`src/rtl/sampler_pkg.sv`:
```
// Shared types and default widths for the sampler read path.
// Used by the sample reader and by the codec-side tick logic.
package sampler_pkg;

  localparam int DEF_ADDR_W = 20;
  localparam int DEF_DATA_W = 16;

  typedef enum logic [2:0] {
    IDLE,
    REQ,
    SETUP,
    WAIT,
    CAPTURE
  } reader_state_t;

  typedef logic signed [DEF_DATA_W-1:0] sample_t;

endpackage

```
`src/rtl/sampler_sample_reader_tick_sync.sv`:
```
// Two-flop synchronizer plus rising-edge detect for a slow async level.
// Emits a one-cycle tick; shared with the codec serializer side.
module tick_sync (
  input  logic clk,
  input  logic rst_n,
  input  logic async_in,
  output logic tick
);

  logic meta;
  logic sync;
  logic sync_q;

  always_ff @(posedge clk) begin
    if (!rst_n) begin
      meta   <= 1'b0;
      sync   <= 1'b0;
      sync_q <= 1'b0;
    end else begin
      meta   <= async_in;
      sync   <= meta;
      sync_q <= sync;
    end
  end

  assign tick = sync & ~sync_q;

endmodule

```
`src/rtl/sampler_sample_reader.sv`:
```
// Per sample tick: fetch a note address, read one SRAM word, strobe it out.
// Build option SAMPLER_VOLUME_EN adds a 4-bit volume scale on capture.
module sampler_sample_reader
  import sampler_pkg::*;
#(
  parameter int ADDR_W      = DEF_ADDR_W,
  parameter int DATA_W      = DEF_DATA_W,
  parameter int WAIT_CYCLES = 2,
  parameter int TIMEOUT     = 255
) (
  input  logic              Clk,
  input  logic              Reset,
  input  logic              sample_clk,
  output logic              addr_init,
  input  logic              addr_done,
  input  logic [ADDR_W-1:0] note_address,
  output logic [ADDR_W-1:0] SRAM_ADDR,
  input  logic [DATA_W-1:0] SRAM_DQ,
  output logic              SRAM_CE_N,
  output logic              SRAM_OE_N,
  output logic              SRAM_WE_N,
  output logic [DATA_W-1:0] sample_out,
  output logic              sample_valid,
  output logic              overrun,
  output logic              timeout_err
`ifdef SAMPLER_VOLUME_EN
  ,
  input  logic [3:0]        volume
`endif
);

  localparam logic [9:0] TOUT_LAST = 10'(TIMEOUT - 1);
  localparam logic [9:0] WAIT_LAST = 10'(WAIT_CYCLES - 1);

  reader_state_t state;
  reader_state_t state_d;
  logic [9:0]    cnt;
  logic [9:0]    cnt_d;
  logic          tick;
  logic          load_addr;
  logic          do_cap;
  logic          do_tout;
  logic [DATA_W-1:0] cap_data;

  tick_sync u_tick_sync (
    .clk      (Clk),
    .rst_n    (Reset),
    .async_in (sample_clk),
    .tick     (tick)
  );

`ifdef SAMPLER_VOLUME_EN
  logic signed [DATA_W+4:0] prod;
  assign prod = (DATA_W+5)'($signed(SRAM_DQ))
              * (DATA_W+5)'($signed({1'b0, volume}));
  assign cap_data = DATA_W'(prod >>> 4);
`else
  assign cap_data = SRAM_DQ;
`endif

  always_comb begin
    state_d   = state;
    addr_init = 1'b0;
    load_addr = 1'b0;
    do_cap    = 1'b0;
    do_tout   = 1'b0;
    unique case (state)
      IDLE: begin
        if (tick) state_d = REQ;
      end
      REQ: begin
        addr_init = (cnt == 10'd0);
        if (addr_done) begin
          load_addr = 1'b1;
          state_d   = SETUP;
        end else if (cnt == TOUT_LAST) begin
          do_tout = 1'b1;
          state_d = IDLE;
        end
      end
      SETUP: state_d = WAIT;
      WAIT: begin
        if (cnt == WAIT_LAST) begin
          do_cap  = 1'b1;
          state_d = CAPTURE;
        end
      end
      CAPTURE: state_d = IDLE;
      default: state_d = IDLE;
    endcase
  end

  // One counter serves both the REQ timeout and the WAIT states
  assign cnt_d     = (state_d == state) ? cnt + 10'd1 : 10'd0;
  assign SRAM_CE_N = !((state == SETUP) || (state == WAIT));
  assign SRAM_OE_N = SRAM_CE_N;
  assign SRAM_WE_N = 1'b1;

  always_ff @(posedge Clk) begin
    if (!Reset) begin
      state <= IDLE;
    end else begin
      state <= state_d;
    end
  end

  always_ff @(posedge Clk) begin
    if (!Reset) begin
      cnt          <= '0;
      SRAM_ADDR    <= '0;
      sample_out   <= '0;
      sample_valid <= 1'b0;
      overrun      <= 1'b0;
      timeout_err  <= 1'b0;
    end else begin
      cnt          <= cnt_d;
      sample_valid <= do_cap | do_tout;
      if (load_addr) SRAM_ADDR <= note_address;
      if (do_cap) sample_out <= cap_data;
      else if (do_tout) sample_out <= '0;
      if (do_tout) timeout_err <= 1'b1;
      // Ticks outside IDLE are dropped, including the return-to-IDLE cycle
      if (tick && (state != IDLE)) overrun <= 1'b1;
    end
  end

endmodule

```
`config.mk`:
```
export PLATFORM = sky130hd
export DESIGN_NAME = sampler_sample_reader
export DESIGN_NICKNAME = d
export VERILOG_FILES = /design/src/rtl/sampler_pkg.sv /design/src/rtl/sampler_sample_reader_tick_sync.sv /design/src/rtl/sampler_sample_reader.sv
export SDC_FILE = /design/constraint.sdc
export NUM_CORES = 1
export LEC_CHECK = 0
export ABC_AREA = 0
export CAP_MARGIN = 20
export CORE_UTILIZATION = 39
export CTS_BUF_LIST = sky130_fd_sc_hd__clkbuf_4 sky130_fd_sc_hd__clkbuf_8
export CTS_CLUSTER_DIAMETER = 60
export DETAILED_ROUTE_END_ITERATION = 10
export PLACE_DENSITY = 0.8
export SYNTH_ARGS = -nofsm -noshare
export SYNTH_HDL_FRONTEND = slang
export SYNTH_SLANG_ARGS = --single-unit
```
`constraint.sdc`:
```
create_clock -name Clk -period 2.6 [get_ports Clk]
set_input_delay 0.26 -clock Clk [delete_from_list [all_inputs] [get_ports Clk]]
set_output_delay 0.26 -clock Clk [all_outputs]
set_load 0.005 [all_outputs]
```
Word-level counts from Yosys, hierarchy flattened
Cells that the tools add are included.

storage, ports and cells
  bits in registers = 55
  bits of input ports = 40
  logic and storage cells = 43

operators by class
  bitwise gates (word level) = 3
  muxes and demuxes = 15
  equal/unequal tests = 6
  reduce and logical (&&, ||, !) cells = 8
  add/subtract/negate cells = 1

operators with widths
  operator               number
  $mux 16                2
  $mux 3                 4
  $pmux 3 s4             1
  $add 10x1->10 const B  1
  $eq 10x1->1 const B    1
  $eq 10x8->1 const B    1
  $logic_not 10->1       1
  $mux 1                 8
  $eq 3x2->1 const B     2
  $eq 3x1->1 const B     1
  $eq 3x3->1             1
  $logic_not 3->1        1
  $reduce_bool 3->1      1
  $reduce_and 2->1       1
  $reduce_bool 2->1      1
  $and 1x1->1            1
  $logic_and 1x1->1      1
  $logic_not 1->1        1
  $logic_or 1x1->1       1
  $not 1->1              1
  $or 1x1->1             1

Depth between registers and ports, before layout
  depth in word-level cells = 6
  mapped depth = 9

Cells and area by module
Synthesis repeated with hierarchy kept, for this count alone.

unflattened totals
  cells, all modules = 260
  area, all modules = 2233.4 um^2

modules (own cells, without submodules)
  module                 times used  area each (um^2)  cells an instance  sequential area each (um^2)
  sampler_sample_reader  1           2140.8            253                1041.0
  tick_sync              1           92.6              7                  60.1

Least setup slack after synthesis
No wires, ideal clock.

  path kind = reg-to-reg
  from = register cnt[0]
  to = register sample_out[10]
  stages on the path, launching flop included = 10
  period minus slack after synthesis = 1.802 ns
  required time = 2.465 ns
  path slack = 0.798 ns
  data arrival time = 1.667 ns
  buffers on the path = 2
  path through = dfxtp_1 > inv_1 > ha_1 > nor3b_1 > nand2_1 > or4_1 > buf_2 > buf_4 > nand3_2 > a21oi_2

on the way
  word-level cells in the longest chain between the ends = 5

RTL lines
  element                             RTL line                      RTL
  from (decl)                         sampler_sample_reader.sv:37   logic [9:0] cnt;
  from (signal assigned)              sampler_sample_reader.sv:116  cnt <= cnt_d;
  $eq 10x8->1                         sampler_sample_reader.sv:76   end else if (cnt == TOUT_LAST) begin
  $mux 1                              sampler_sample_reader.sv:76
  $mux 1                              sampler_sample_reader.sv:73   if (addr_done) begin
  $mux 1                              sampler_sample_reader.sv:67   unique case (state)
  $reduce_bool 2->1 (no source line)  --
  to (signal assigned)                sampler_sample_reader.sv:119  if (do_cap) sample_out <= cap_data;
  to (decl)                           sampler_sample_reader.sv:22   output logic [DATA_W-1:0] sample_out,

Parallel ways exist; a longest one is shown, timed or not.
A chain may end at the register's enable or synchronous reset.

Final worst setup path
  from = register cnt[0]
  to = register sample_out[3]

Same word-level chain as after synthesis.

==> impl_metrics.xml <==
<?xml version="1.0" encoding="UTF-8"?>
<metrics>
  <group name="yosys">
    <metric name="synth_seq_cells" unit="">55</metric>
    <metric name="distinct_cells_synth" unit="">40</metric>
    <metric name="synthesis_warning_total" unit="">0</metric>
    <metric name="synthesis.area" unit="sq um">2267</metric>
    <metric name="post_synth_inst_count" unit="">256</metric>
    <metric name="avg_cell_area_syn" unit="sq um">8.856</metric>
    <metric name="syn_nets" unit="">300</metric>
    <metric name="seq_area_frac_synth" unit="%">48.57</metric>
  </group>
  <group name="floorplanning">
    <metric name="core_rows" unit="">27</metric>
    <metric name="pin_count" unit="">83</metric>
    <metric name="effective_utilization_at_floorplan" unit="%">40.92</metric>
    <metric name="die_x" unit="um">78.25</metric>
    <metric name="die_y" unit="um">78.25</metric>
    <metric name="core_area" unit="sq um">5540</metric>
    <metric name="die-area" unit="sq um">6122</metric>
  </group>
  <group name="finish">
    <metric name="areaGrowthSynthToFinish" unit="%">40.45</metric>
    <metric name="final_nets" unit="">376</metric>
    <metric name="ratio_of_cells_with_drive_above_1_in_the_final_layout" unit="%">11.48</metric>
    <metric name="nFillCells" unit="">527</metric>
    <metric name="antenna-diode-count" unit="">0</metric>
    <metric name="layout.cells.non_filler" unit="">403</metric>
  </group>
  <group name="placement">
    <metric name="gp_routability_congestion" unit="">0.8469</metric>
    <metric name="numPlacedInstances" unit="">397</metric>
    <metric name="io_buffer_count" unit="">81</metric>
    <metric name="place.detailed.hpwl" unit="um">3577</metric>
  </group>
  <group name="critical_path">
    <metric name="startpoint_type" unit="">flip-flop</metric>
    <metric name="worst_ep_required_time" unit="ns">2.77</metric>
    <metric name="cp_cell_sequence" unit="">inv_1, ha_1, nor3b_1, nand2_1, or4_1, nand3_1, a21oi_1</metric>
    <metric name="critPathArrivalTime" unit="ns">2.36</metric>
    <metric name="critical_path.endpoint_type" unit="">flip-flop</metric>
    <metric name="path_buf_inv" unit="">1</metric>
    <metric name="critical-path-slowest-cell" unit="">or4_1</metric>
    <metric name="path_class" unit="">flip-flop to flip-flop</metric>
    <metric name="path_delay_family" unit="">simple AND/OR/NAND/NOR gates</metric>
    <metric name="max_stage_delay" unit="ns">0.78</metric>
    <metric name="worstPathMaxFanout" unit="">16</metric>
  </group>
  <group name="clock_tree">
    <metric name="clk_latency" unit="ns">0.30</metric>
    <metric name="cts_sinks" unit="">55</metric>
    <metric name="cts_made_buffers" unit="">5</metric>
    <metric name="worst_setup_hold_path_clk_slew" unit="ns">0.09</metric>
    <metric name="cts.hold.buffers_added" unit="">0</metric>
    <metric name="cts.path.max_buffers" unit="">2</metric>
    <metric name="root_buffer_cell" unit="">clkbuf_8</metric>
    <metric name="ctsHtreeMaxLevel" unit="">2</metric>
    <metric name="tritoncts" unit="">built</metric>
    <metric name="cts_repair_resize_count" unit="">0</metric>
    <metric name="cts_post_setup_buffers_inserted" unit="">0</metric>
  </group>
  <group name="flow_run">
    <metric name="timing.max_cap.violations" unit="">0</metric>
  </group>
  <group name="outcome">
    <metric name="outcome" unit="">complete, no violations</metric>
  </group>
  <group name="grt">
    <metric name="grt_remaining_overflow" unit="">0</metric>
    <metric name="first_global_vias" unit="">1919</metric>
    <metric name="grt_first_pass_wirelength" unit="um">8645</metric>
    <metric name="grt_max_degree" unit="">42</metric>
    <metric name="grt_antenna_before_repair" unit="">0</metric>
    <metric name="groute.usage.overall" unit="%">17.47</metric>
  </group>
  <group name="pwr">
    <metric name="power_share_of_the_combinational_group" unit="%">11.4</metric>
    <metric name="maximum_vdd_ir_drop" unit="V">0.0001972</metric>
    <metric name="cell_internal_pwr" unit="W">0.001134</metric>
    <metric name="power.static_leakage" unit="nW">1.045</metric>
    <metric name="power_frac_seq" unit="%">59.4</metric>
    <metric name="power_density" unit="nW/um^2">462.2</metric>
    <metric name="power.switching" unit="W">0.0003375</metric>
    <metric name="clockPowerShare" unit="%">29.2</metric>
    <metric name="p_sw_share" unit="%">22.93</metric>
  </group>
  <group name="route">
    <metric name="avgRoutedWirePerCell" unit="um">12.61</metric>
    <metric name="postRouteAntennaNets" unit="">0</metric>
    <metric name="routed_via_density" unit="">4.901</metric>
    <metric name="drt_iter0_markers" unit="">91</metric>
    <metric name="finalWirelength" unit="um">5080</metric>
    <metric name="remaining_drc_errors" unit="">0</metric>
    <metric name="vias" unit="">1975</metric>
    <metric name="drt-pass1-iter-count" unit="">4</metric>
  </group>
  <group name="timing">
    <metric name="setup_violations" unit="">0</metric>
    <metric name="fmaxAchievable" unit="MHz">458.1</metric>
    <metric name="clock_skew" unit="ns">0.004673</metric>
    <metric name="min_period" unit="ns">2.183</metric>
    <metric name="relSlewSlack" unit="%">51.13</metric>
    <metric name="slew_violations" unit="">0</metric>
    <metric name="period_utilization" unit="%">83.95</metric>
    <metric name="worst-slew-pin-transition" unit="ns">0.7331</metric>
    <metric name="grt_setup_unrepaired" unit="">false</metric>
    <metric name="setup_tns" unit="ns">0</metric>
    <metric name="hold_viol" unit="">0</metric>
  </group>
  <group name="worst_hold_path">
    <metric name="hp-class" unit="">flip-flop to flip-flop</metric>
  </group>
</metrics>
[cells by family (layout without fill, tap and decap cells)]
family	Yosys count	count (layout)	share of synthesized area, %
adder cells (fa/ha/maj)	4	4	2.208
other	1	1	0.1654
AO/OA/AOI/OAI	42	42	11.70
XOR/XNOR	9	9	3.808
AND/OR/NAND/NOR	124	124	28.75
buffers and inverters	21	96	4.801
flip-flops	55	55	48.57
[routing by layer]
metal / track usage [%] / vias up / wire length, um
met1: 21.66 / 909 / 2389
met3: 4.651 / 4 / 292
li1: - / 1005 / -
met2: 30.00 / 57 / 2368
met5: 0 / - / 0
met4: 4.259 / 0 / 29
[state kept, by name, indices dropped and copies added (netlist names)]
name	cells
SRAM_ADDR	20
sample_out	16
cnt	10
state	3
overrun	1
sample_valid	1
timeout_err	1
u_tick_sync.meta	1
u_tick_sync.sync	1
u_tick_sync.sync_q	1
[synth_stat cells, drive strengths merged]
master	n	area, sq um
nand2	63	239.0
dfxtp	55	1101
a21oi	37	222.7
nand3	19	145.1
nor2	10	40.04
nor3	10	61.31
buf	8	60.05
clkbuf	8	30.03
xnor2	5	51.30
and2	4	25.02
ha	4	50.05
inv	4	15.01
nor4	4	37.53
xor2	4	35.03
and3	3	18.77
nand2b	2	12.51
nand4	2	12.51
nor3b	2	20.02
a311oi	1	8.760
a31oi	1	12.51
a41oi	1	8.760
and4	1	8.760
clkinv	1	3.750
conb	1	3.750
nand4b	1	8.760
o21a	1	7.510
o21ai	1	5.000
or3	1	6.260
or3b	1	8.760
or4	1	7.510
[power groups by stage]
stage	Sequential [W]	Clock (W)	Combinational, W
after floorplan	0.000889	0	0.0000741
after global placement	0.000892	0	0.000166
after detailed placement	0.000894	0	0.000167
after CTS	0.000874	0.000447	0.000168
after global routing	0.000878	0.000476	0.000184
final	0.000874	0.000430	0.000168
[layout make-up]
class                   count  area, sq um  share of cell area (%)
multi-input cells         180         1057                   33.20
well taps                  72        90.09                   2.829
inverters                   5        18.77                  0.5894
clock buffers               5        68.82                   2.161
clock inverters             1        7.507                  0.2358
repair buffers             85        840.8                   26.40
flip-flops and latches     55         1101                   34.58
[stage by stage]
| step | hold WS (ns) | power (W) | setup WS, ns | area (sq um) | utilization, % |
|---|---|---|---|---|---|
| global placement | 0.4139 | 0.001058 | 0.5130 | 3108 | 56.10 |
| CTS | 0.4422 | 0.001489 | 0.4259 | 3184 | 57.48 |
| global route | 0.4715 | 0.001538 | 0.2273 | 3184 | 57.48 |
| finish | 0.4453 | 0.001472 | 0.4172 | 3184 | 57.48 |
| detailed placement | 0.4276 | 0.001061 | 0.4430 | 3108 | 56.10 |
| floorplan | 0.3778 | 0.0009635 | 0.7978 | 2267 | - |
[path summary, 6_finish.rpt]
check / from / slack, ns / end / cells past startpoint
setup / recovery: cnt[0] / 0.42 / sample_out[3] / 7
hold / removal: u_tick_sync.meta / 0.45 / u_tick_sync.sync / 1
setup reg to reg: cnt[0] / 0.42 / sample_out[3] / 7
hold reg to reg: u_tick_sync.meta / 0.45 / u_tick_sync.sync / 1
[layout by cell type (no fill, tap or decap), types with 2 or more instances in the layout]
master / instances
clkdlybuf4s50_1: 81
nand2_1: 62
dfxtp_1: 55
a21oi_1: 27
nand3_2: 10
a21oi_2: 10
nand3_1: 9
nor2_1: 9
nor3_1: 9
clkbuf_8: 5
inv_1: 4
and2_1: 4
xnor2_1: 4
xor2_1: 4
ha_1: 4
buf_4: 4
and3_1: 3
nand2b_1: 2
nor4_2: 2
nand4_1: 2
nor4_1: 2
Power figures use the tool's default switching activity.
